## config.mk

```make
export PLATFORM = sky130hd
export DESIGN_NAME = rvc_fetch_decompressor
export DESIGN_NICKNAME = d
export VERILOG_FILES = /design/src/rtl/rvc_fetch_decompressor.sv
export SDC_FILE = /design/constraint.sdc
export NUM_CORES = 1
export LEC_CHECK = 0
export CAP_MARGIN = 40
export CORE_ASPECT_RATIO = 1.75
export CORE_MARGIN = 1.5
export CORE_UTILIZATION = 44
export DETAILED_ROUTE_END_ITERATION = 10
export PLACE_DENSITY = 0.68
export SYNTH_ARGS = -nofsm -noshare
export SYNTH_HDL_FRONTEND = slang
export SYNTH_SLANG_ARGS = --single-unit
```

## constraint.sdc

```tcl
create_clock -name clk -period 4.45 [get_ports clk]
set_clock_uncertainty 0.1 [all_clocks]
set_input_delay 0.89 -clock clk [delete_from_list [all_inputs] [get_ports clk]]
set_output_delay 0.89 -clock clk [all_outputs]
set_load 0.05 [all_outputs]
```

## src/rtl/rvc_fetch_decompressor.sv

```systemverilog
// rvc_fetch_decompressor
// RV32C fetch-side realignment and expansion stage. Fetch words enter a
// halfword circular queue; the head halfword (plus its successor for 32-bit
// instructions) is classified, expanded if compressed, and presented to
// decode with its PC over a valid/ready handshake.
// Optional build macro: RVC_ILLEGAL_CHECK_EN adds the out_illegal port.
module rvc_fetch_decompressor #(
   parameter int unsigned QUEUE_DEPTH = 4,
   parameter logic [31:0] RESET_PC    = 32'h0000_0000
) (
   input  logic        clk,
   input  logic        reset_n,
   input  logic        flush,
   input  logic [31:0] flush_pc,
   input  logic        fetch_valid,
   output logic        fetch_ready,
   input  logic [31:0] fetch_data,
   output logic        out_valid,
   input  logic        out_ready,
   output logic [31:0] out_instruction,
   output logic [31:0] out_pc,
   output logic        out_compressed
`ifdef RVC_ILLEGAL_CHECK_EN
   ,
   output logic        out_illegal
`endif
);

   localparam int PW = $clog2(QUEUE_DEPTH);
   localparam int CW = PW + 1;
   localparam logic [CW-1:0] DEPTH_M2 = CW'(QUEUE_DEPTH - 2);

   localparam logic [6:0] OP_IMM    = 7'b0010011;
   localparam logic [6:0] OP_LOAD   = 7'b0000011;
   localparam logic [6:0] OP_STORE  = 7'b0100011;
   localparam logic [6:0] OP_LUI    = 7'b0110111;
   localparam logic [6:0] OP_OP     = 7'b0110011;
   localparam logic [6:0] OP_JAL    = 7'b1101111;
   localparam logic [6:0] OP_JALR   = 7'b1100111;
   localparam logic [6:0] OP_BRANCH = 7'b1100011;

   logic [15:0]    q_mem [QUEUE_DEPTH];
   logic [PW-1:0]  head;
   logic [PW-1:0]  tail;
   logic [CW-1:0]  count;
   logic [31:0]    pc;
   logic           skip_low;

   logic [15:0]    head_lo;
   logic [15:0]    head_hi;
   logic           head_is_c;
   logic           head_ill;
   logic [31:0]    head_exp;
   logic           push;
   logic           pop;
   logic [CW-1:0]  push_n;
   logic [CW-1:0]  pop_n;

   // Encodings that have no RV32C integer meaning (reserved, FP, RV64-only).
   function automatic logic rvc_illegal(input logic [15:0] c);
      logic ill;
      ill = 1'b0;
      case (c[1:0])
         2'b00: begin
            case (c[15:13])
               3'b000:  ill = (c[12:5] == 8'd0);
               3'b010,
               3'b110:  ill = 1'b0;
               default: ill = 1'b1;
            endcase
         end
         2'b01: begin
            case (c[15:13])
               3'b011:  ill = ({c[12], c[6:2]} == 6'd0);
               3'b100:  ill = c[12] && (c[11:10] != 2'b10);
               default: ill = 1'b0;
            endcase
         end
         2'b10: begin
            case (c[15:13])
               3'b000:  ill = c[12];
               3'b010:  ill = (c[11:7] == 5'd0);
               3'b100:  ill = !c[12] && (c[6:2] == 5'd0) && (c[11:7] == 5'd0);
               3'b110:  ill = 1'b0;
               default: ill = 1'b1;
            endcase
         end
         default: ill = 1'b0;
      endcase
      return ill;
   endfunction

   // 32-bit equivalent of a legal compressed encoding.
   function automatic logic [31:0] rvc_expand(input logic [15:0] c);
      logic [31:0] ins;
      logic [4:0]  rd;
      logic [4:0]  rs2;
      logic [4:0]  rdp;
      logic [4:0]  rs1p;
      logic [20:0] joff;
      logic [12:0] boff;
      rd   = c[11:7];
      rs2  = c[6:2];
      rdp  = {2'b01, c[4:2]};
      rs1p = {2'b01, c[9:7]};
      joff = {{10{c[12]}}, c[8], c[10:9], c[6], c[7], c[2], c[11], c[5:3], 1'b0};
      boff = {{5{c[12]}}, c[6:5], c[2], c[11:10], c[4:3], 1'b0};
      ins  = 32'h0000_0000;
      case (c[1:0])
         2'b00: begin
            case (c[15:13])
               3'b000:  ins = {2'b00, c[10:7], c[12:11], c[5], c[6], 2'b00, 5'd2, 3'b000, rdp, OP_IMM};
               3'b010:  ins = {5'b0, c[5], c[12:10], c[6], 2'b00, rs1p, 3'b010, rdp, OP_LOAD};
               3'b110:  ins = {5'b0, c[5], c[12], rdp, rs1p, 3'b010, c[11:10], c[6], 2'b00, OP_STORE};
               default: ins = 32'h0000_0000;
            endcase
         end
         2'b01: begin
            case (c[15:13])
               3'b000: ins = {{6{c[12]}}, c[12], c[6:2], rd, 3'b000, rd, OP_IMM};
               3'b001: ins = {joff[20], joff[10:1], joff[11], joff[19:12], 5'd1, OP_JAL};
               3'b010: ins = {{6{c[12]}}, c[12], c[6:2], 5'd0, 3'b000, rd, OP_IMM};
               3'b011: begin
                  if (rd == 5'd2)
                     ins = {{3{c[12]}}, c[4:3], c[5], c[2], c[6], 4'b0000, 5'd2, 3'b000, 5'd2, OP_IMM};
                  else
                     ins = {{15{c[12]}}, c[6:2], rd, OP_LUI};
               end
               3'b100: begin
                  case (c[11:10])
                     2'b00: ins = {7'b0000000, c[6:2], rs1p, 3'b101, rs1p, OP_IMM};
                     2'b01: ins = {7'b0100000, c[6:2], rs1p, 3'b101, rs1p, OP_IMM};
                     2'b10: ins = {{6{c[12]}}, c[12], c[6:2], rs1p, 3'b111, rs1p, OP_IMM};
                     default: begin
                        case (c[6:5])
                           2'b00:   ins = {7'b0100000, rdp, rs1p, 3'b000, rs1p, OP_OP};
                           2'b01:   ins = {7'b0000000, rdp, rs1p, 3'b100, rs1p, OP_OP};
                           2'b10:   ins = {7'b0000000, rdp, rs1p, 3'b110, rs1p, OP_OP};
                           default: ins = {7'b0000000, rdp, rs1p, 3'b111, rs1p, OP_OP};
                        endcase
                     end
                  endcase
               end
               3'b101:  ins = {joff[20], joff[10:1], joff[11], joff[19:12], 5'd0, OP_JAL};
               3'b110:  ins = {boff[12], boff[10:5], 5'd0, rs1p, 3'b000, boff[4:1], boff[11], OP_BRANCH};
               default: ins = {boff[12], boff[10:5], 5'd0, rs1p, 3'b001, boff[4:1], boff[11], OP_BRANCH};
            endcase
         end
         2'b10: begin
            case (c[15:13])
               3'b000: ins = {7'b0000000, c[6:2], rd, 3'b001, rd, OP_IMM};
               3'b010: ins = {4'b0000, c[3:2], c[12], c[6:4], 2'b00, 5'd2, 3'b010, rd, OP_LOAD};
               3'b100: begin
                  if (!c[12]) begin
                     if (rs2 == 5'd0) ins = {12'd0, rd, 3'b000, 5'd0, OP_JALR};
                     else             ins = {7'b0000000, rs2, 5'd0, 3'b000, rd, OP_OP};
                  end else begin
                     if (rs2 == 5'd0 && rd == 5'd0) ins = 32'h0010_0073;
                     else if (rs2 == 5'd0)          ins = {12'd0, rd, 3'b000, 5'd1, OP_JALR};
                     else                           ins = {7'b0000000, rs2, rd, 3'b000, rd, OP_OP};
                  end
               end
               3'b110:  ins = {4'b0000, c[8:7], c[12], rs2, 5'd2, 3'b010, c[11:9], 2'b00, OP_STORE};
               default: ins = 32'h0000_0000;
            endcase
         end
         default: ins = 32'h0000_0000;
      endcase
      return ins;
   endfunction

   // Head classification and handshake; fetch_ready looks only at the registered count.
   always_comb begin
      head_lo     = q_mem[head];
      head_hi     = q_mem[head + PW'(1)];
      head_is_c   = (head_lo[1:0] != 2'b11);
      head_ill    = rvc_illegal(head_lo);
      head_exp    = head_ill ? {16'h0000, head_lo} : rvc_expand(head_lo);
      fetch_ready = (count <= DEPTH_M2);
      out_valid   = head_is_c ? (count >= CW'(1)) : (count >= CW'(2));
      push        = fetch_valid && fetch_ready;
      pop         = out_valid && out_ready;
      push_n      = !push ? CW'(0) : (skip_low ? CW'(1) : CW'(2));
      pop_n       = !pop ? CW'(0) : (head_is_c ? CW'(1) : CW'(2));
   end

   // Presented instruction; forced to zero when nothing is valid so no X leaks out.
   always_comb begin
      out_instruction = 32'h0000_0000;
      if (out_valid)
         out_instruction = head_is_c ? head_exp : {head_hi, head_lo};
      out_compressed = out_valid && head_is_c;
      out_pc         = pc;
   end

`ifdef RVC_ILLEGAL_CHECK_EN
   // Illegal flag only accompanies a valid compressed head.
   always_comb begin
      out_illegal = out_valid && head_is_c && head_ill;
   end
`endif

   // Queue storage, pointers, PC and redirect handling; flush outranks push and pop.
   always_ff @(posedge clk or negedge reset_n) begin
      if (!reset_n) begin
         for (int i = 0; i < QUEUE_DEPTH; i++) q_mem[i] <= 16'h0000;
         head     <= '0;
         tail     <= '0;
         count    <= '0;
         pc       <= RESET_PC;
         skip_low <= 1'b0;
      end else if (flush) begin
         head     <= '0;
         tail     <= '0;
         count    <= '0;
         pc       <= flush_pc & 32'hFFFF_FFFE;
         skip_low <= flush_pc[1];
      end else begin
         if (push) begin
            if (skip_low) begin
               q_mem[tail] <= fetch_data[31:16];
               tail        <= tail + PW'(1);
               skip_low    <= 1'b0;
            end else begin
               q_mem[tail]          <= fetch_data[15:0];
               q_mem[tail + PW'(1)] <= fetch_data[31:16];
               tail                 <= tail + PW'(2);
            end
         end
         if (pop) begin
            head <= head + (head_is_c ? PW'(1) : PW'(2));
            pc   <= pc + (head_is_c ? 32'd2 : 32'd4);
         end
         count <= count + push_n - pop_n;
      end
   end

endmodule

```

==> reports/results.ini, run 1 <==
[run_status]
status=completed

[grt]
grt_pass1_wl_mm=47.50
grt_start_max_net_pins=84
gr-total-overflow=0
track_usage=0.3075
grt_pass1_vias=8725
antenna_found_initial=1

[power_and_ir_drop]
p_sw_frac=0.5132
p_int_mw=4.653
p_comb_frac=0.755
p_sw_mw=4.904
peakVddDrop_mv=0.4990
total_power_mw=9.557
pwr-share-seq=0.152
leakagePower_nw=4.420
clkPwrFrac=0.093
powerDensity_nw_per_um2=856.7

[final_layout]
fillers=1699
layout_commonest_cell=nand2_1
layout.cells.most_common_list=147 x nand2_1, 125 x o21ai_0, 100 x dfrtp_1
final_cells=1433
area_growth_pct=31.89
drive_gt1_frac=0.1901
nets=1270

[sta]
finalCritPeriodShare=0.9819
report.final.slew_viol_count=0
hold_viol_final=0
setup_viol=0
tightest_slew_ns=0.8608
fin_crit_ns=4.369
rsz0062_at_grt=true
fin_ws_ns=0.08059
fmax_mhz=228.9
slew_headroom=0.4262

[floorplanning]
initial_core_util=0.4512
rows=66
ios=136
die_area_sq_um=20100
fp.dieW_microns=107.8
die_h_microns=186.4
coreArea_sq_um=18750

[place]
placed_cells=1400
gp_congestion=0.9851
dpl_worst_slack_ns=0.2396
io_buffers=133
dp_hpwl_mm=22.88

[drt]
drt_iter0_drc=526
wl_mm=30.84
vias=8754
drc_errors=0
dr.pass1.iters=5
wl_per_cell_microns=21.52
viasPerCell=6.109
ant_nets=0

[yosys]
synth_flop_cell=dfrtp_1
syn_nets=1136
synthArstFlopShare=1.000
post_synth_instance_area_sq_um=8458
yosysWarnings=0
synth_seq_cells=103
synth_edf_count=0
syn_avg_cell_area_sq_um=8.017
synth_cell_types=70
netlist_instances=1055
yosysSeqAreaShare=0.3047

[worst_hold_path]
hold_class=in -> async

[worst_setup_path]
critPathArrivalTime_ns=3.38
end_kind=output pin
required_ns=3.46
critPathKind=reg -> out
reg2reg_depth=13
worstPathMaxFanout=13
crit_path_start_kind=flop

[clock_tree]
clockBufferDepth=2
clkSlewWorstSetupHoldPaths_ns=0.08
clock_tree.root_cell=clkbuf_16
htreeDepth=3
clk_latency_ns=0.36
cts.sinks=103
postCtsHoldBufs=0
cts_tree=built
cts_buffers=9

[flow_run]
cap_violations=0

## registers in the layout (all words and copies together) (netlist names)
signal / count
head: 2
skip_low: 1
tail: 2
count: 3
q_mem: 64
out_pc: 31
## metrics by stage
step           instance area [sq um]  TNS [ns]    util  hold slack [ns]
5_1_grt                        11160   -0.1220  0.5951           0.3694
4_1_cts                        10960   -0.1463  0.5848           0.3593
3_5_place_dp                   10560         0  0.5631           0.3885
3_3_place_gp                   10470         0  0.5587           0.3755
2_1_floorplan                   8478   -0.4111       -           0.3608
6_report                       11160         0  0.5951           0.3511
## per-layer routing
| layer | GRT usage | part of all wire | up-vias |
|---|---|---|---|
| met3 | 0.05030 | 0.061 | 123 |
| met4 | 0.1817 | 0.061 | 0 |
| met5 | 0 | 0 | - |
| met1 | 0.3226 | 0.35 | 4097 |
| li1 | - | - | 4141 |
| met2 | 0.5620 | 0.53 | 393 |
## what timing repair did
action                                  CTS  global route
endpoints found under the setup margin   28            28
gates cloned                              1             1
pin swaps                                 1             2
resized for setup                         7            13
buffers inserted                          1            13
hold endpoints to repair                  0             0
## layout make-up
class,count,area [sq um],share of cell area
well taps,238,297.8,0.02669
clock inverters,7,102.6,0.009197
multi-input cells,820,5460,0.4895
flip-flops and latches,103,2581,0.2314
inverters,25,93.84,0.008412
diodes,1,2.502,0.0002243
clock buffers,9,225.2,0.02019
repair buffers,230,2392,0.2144
## worst paths after layout
path                                        from                      to  slack, ns
setup / recovery             head[0]$_DFFE_PN0N_      out_instruction[8]       0.08
max in group asynchronous                reset_n   q_mem[18]$_DFFE_PN0P_       3.02
setup reg to reg             head[0]$_DFFE_PN0N_  out_pc[25]$_DFFE_PN0N_       0.51
min in group clk           q_mem[22]$_DFFE_PN0P_   q_mem[22]$_DFFE_PN0P_       0.40
hold / removal                           reset_n  out_pc[25]$_DFFE_PN0N_       0.35
hold reg to reg            q_mem[22]$_DFFE_PN0P_   q_mem[22]$_DFFE_PN0P_       0.40
## kinds of logic (layout without fill, tap and decap cells)
group | Yosys count | after routing | synth area share
xor+xnor | 33 | 33 | 0.03417
mux | 50 | 50 | 0.1016
other cells | 1 | 2 | 0.0004434
flops | 103 | 103 | 0.3047
fa+ha+maj | 12 | 12 | 0.02041
simple gates | 336 | 336 | 0.1778
buf+inv | 132 | 271 | 0.06391
compound gates | 388 | 388 | 0.2969
## critical path: stages, from the launching register on
cell and delay (ns):
dfrtp_2 0.42, buf_12 0.16, mux4_2 0.56, nor4_4 0.28, buf_4 0.17, nand3_2 0.10
or4_4 0.47, o211ai_4 0.14, buf_12 0.18, o311ai_0 0.15, o21ai_1 0.21, buf_12 0.17
## synthesized netlist by cell type, drive strengths merged, types with 13 or more instances
cell	instances	share of area
o21ai	134	0.079
xnor2	25	0.026
nand3	19	0.012
clkbuf	73	0.032
buf	34	0.020
a22oi	64	0.057
a22o	33	0.034
nand2	148	0.066
mux2i	15	0.018
dfrtp	103	0.30
a21oi	69	0.041
nor2	96	0.043
inv	25	0.011
a31oi	24	0.018
mux4	28	0.075
nor3	13	0.0077
## power groups by stage
| stage | Sequential, mW | Clock [mW] | Combinational (mW) |
|---|---|---|---|
| 6_report | 1.46 | 0.885 | 7.21 |
| 5_1_grt | 1.49 | 0.943 | 7.62 |
| 4_1_cts | 1.46 | 0.901 | 6.84 |
| 3_5_place_dp | 1.48 | 0 | 6.73 |
| 3_3_place_gp | 1.46 | 0 | 6.71 |
| 2_1_floorplan | 1.49 | 0 | 3.99 |
(Power assumes the default switching activity.)
==> run 2: changes to the inputs <==
- SLEW_MARGIN: unset -> 0
==> results of run 2 <==
Same layout as run 1: the final DEF is identical, and so are final timing and power.
==> run 3: changes to the inputs <==
- CTS_CLUSTER_DIAMETER: unset -> 40
- DONT_BUFFER_PORTS: unset -> 1
- PLACE_DENSITY: 0.68 -> unset
==> run 3 against run 2 <==
Critical path depth unchanged. Design area is 10% lower. Global-route usage fell by 1.7 points. Flip-flop and latch count unchanged. Die area did not move. Critical path type unchanged.
==> reports/results.ini, run 3 (same netlist as run 1, synthesis figures left out) <==
[clock_tree]
clkSlewWorstSetupHoldPaths_ns=0.07
clk_latency_ns=0.35
postCtsHoldBufs=0
clock_tree.root_cell=clkbuf_16
htreeDepth=3
cts_buffers=9
cts.sinks=103
cts_tree=built
clockBufferDepth=2

[worst_setup_path]
reg2reg_from=head[0]$_DFFE_PN0N_
worstPathMaxFanout=14
critPathKind=reg -> out
reg2reg_to=out_pc[31]$_DFFE_PN0N_
end_kind=output pin
critPathArrivalTime_ns=3.41
reg2reg_depth=13
required_ns=3.46
startpoint=head[0]$_DFFE_PN0N_
crit_path_start_kind=flop
r2r_setup_slack_ns=0.54

[floorplanning]
coreArea_sq_um=18750
fp.dieW_microns=107.8
ios=136
rows=66
initial_core_util=0.4512
die_h_microns=186.4
die_area_sq_um=20100

[drt]
wl_per_cell_microns=21.70
met2WireLength_mm=14.68
dr.pass1.iters=5
viasPerCell=6.231
drt_iter0_drc=407
top_layer_used=met4
ant_nets=0
vias=8319
drc_errors=0
met3RoutedLength_mm=1.716
wl_met1_mm=10.87
wl_mm=28.98

[sta]
report.final.slew_viol_count=0
hold_viol_final=0
rsz0062_at_grt=true
fmax_mhz=227.3
slew_headroom=0.4570
finalCritPeriodShare=0.9886
fin_crit_ns=4.399
tightest_slew_ns=0.8145
setup_viol=0

[flow_run]
cap_violations=0

[final_layout]
num_antenna_cells=0
final_util=0.5329
drive_gt1_frac=0.2060
nets=1173
area_growth_pct=18.11
ff_latch_area_sq_um=2581
multi_input_area_sq_um=5470
layout.cells.most_common_list=146 x nand2_1, 125 x o21ai_0, 108 x buf_4
max_flop_register=q_mem
fillers=1851
largest_register_ffs=64
layout_commonest_cell=nand2_1
final_cells=1335

[place]
placed_cells=1294
dp_hpwl_mm=21.59
io_buffers=0
gp_congestion=0.9977

[worst_hold_path]
hold_class=in -> async

[grt]
track_usage=0.2904
gr-total-overflow=0
grt_start_max_net_pins=104
antenna_found_initial=0
grt_pass1_wl_mm=45.44
grt_pass1_vias=8191

[power_and_ir_drop]
peakVddDrop_mv=0.5626
powerDensity_nw_per_um2=921.4
leakagePower_nw=4.000

[run_status]
status=completed

-- run 3: changes by cell type in the layout (fill, tap and decap cells not counted), sizes merged --
| cell | delta |
|---|---|
| bufinv | -2 |
| clkdlybuf4s50 | -97 |
| buf | +2 |
| inv | -1 |
| clkinvlp | +1 |
| diode | -1 |
-- run 3: worst max-delay path by stage --
stage                           to  slack [ns]  cells after the start
6_report       out_instruction[17]        0.05                     11
5_1_grt        out_instruction[20]       -0.04                     11
4_1_cts        out_instruction[28]     -0.0004                     10
3_5_place_dp   out_instruction[28]        0.22                     10
3_3_place_gp    out_instruction[6]        0.20                     10
2_1_floorplan  out_instruction[18]       -0.17                     11
-- run 3: final cells by class --
class,instances,area share
Inverter,25,0.009770
Clock inverter,5,0.003883
Tap cell,238,0.02981
Multi-Input combinational cell,820,0.5476
Sequential cell,103,0.2584
Timing Repair Buffer,133,0.1253
Clock buffer,11,0.02530
-- run 3: where the power goes --
group	total [mW]	internal [mW]	switching (mW)	leakage, nW
Combinational	6.86	2.75	4.11	2.52
Clock	0.779	0.415	0.363	0.148
Sequential	1.57	1.21	0.362	1.33
Total	9.20	4.37	4.83	4.00
-- run 3: repair_timing --
| action | 4_1_cts | 5_1_grt |
|---|---|---|
| buffers inserted | 6 | 18 |
| endpoints found under the setup margin | 13 | 27 |
| gates resized for setup | 6 | 16 |
| cloned | 1 | 0 |
| pin swaps | 3 | 4 |
| endpoints found under the hold margin | 0 | 0 |
-- run 3: stage by stage --
| stage | setup TNS [ns] | hold WS [ns] | setup WS (ns) | area (sq um) | power, mW |
|---|---|---|---|---|---|
| floorplan | -0.4111 | 0.3608 | -0.1672 | 8478 | 5.478 |
| global placement | 0 | 0.3774 | 0.1998 | 9314 | 7.744 |
| detailed placement | 0 | 0.3883 | 0.2221 | 9374 | 7.793 |
| CTS | -0.0003975 | 0.1216 | -0.0003975 | 9784 | 8.821 |
| global route | -0.1360 | 0.1221 | -0.04342 | 9990 | 9.684 |
| finish | 0 | 0.1351 | 0.05074 | 9990 | 9.204 |
-- run 3: worst max-delay path: stages (launching register included) --
cell and delay [ns]:
dfrtp_2 0.42, buf_12 0.16, mux4_2 0.60, buf_4 0.21, or2_2 0.31, or4_4 0.55
nand2_2 0.12, a211o_1 0.15, buf_12 0.17, a211oi_2 0.04, buf_4 0.16, buf_12 0.14
-- run 3: layer usage --
metal  GRT usage  vias to the layer above
met4      0.1614                        0
li1            -                     3937
met2      0.4995                      339
met3     0.04436                       98
met5           0                        -
met1      0.3397                     3945
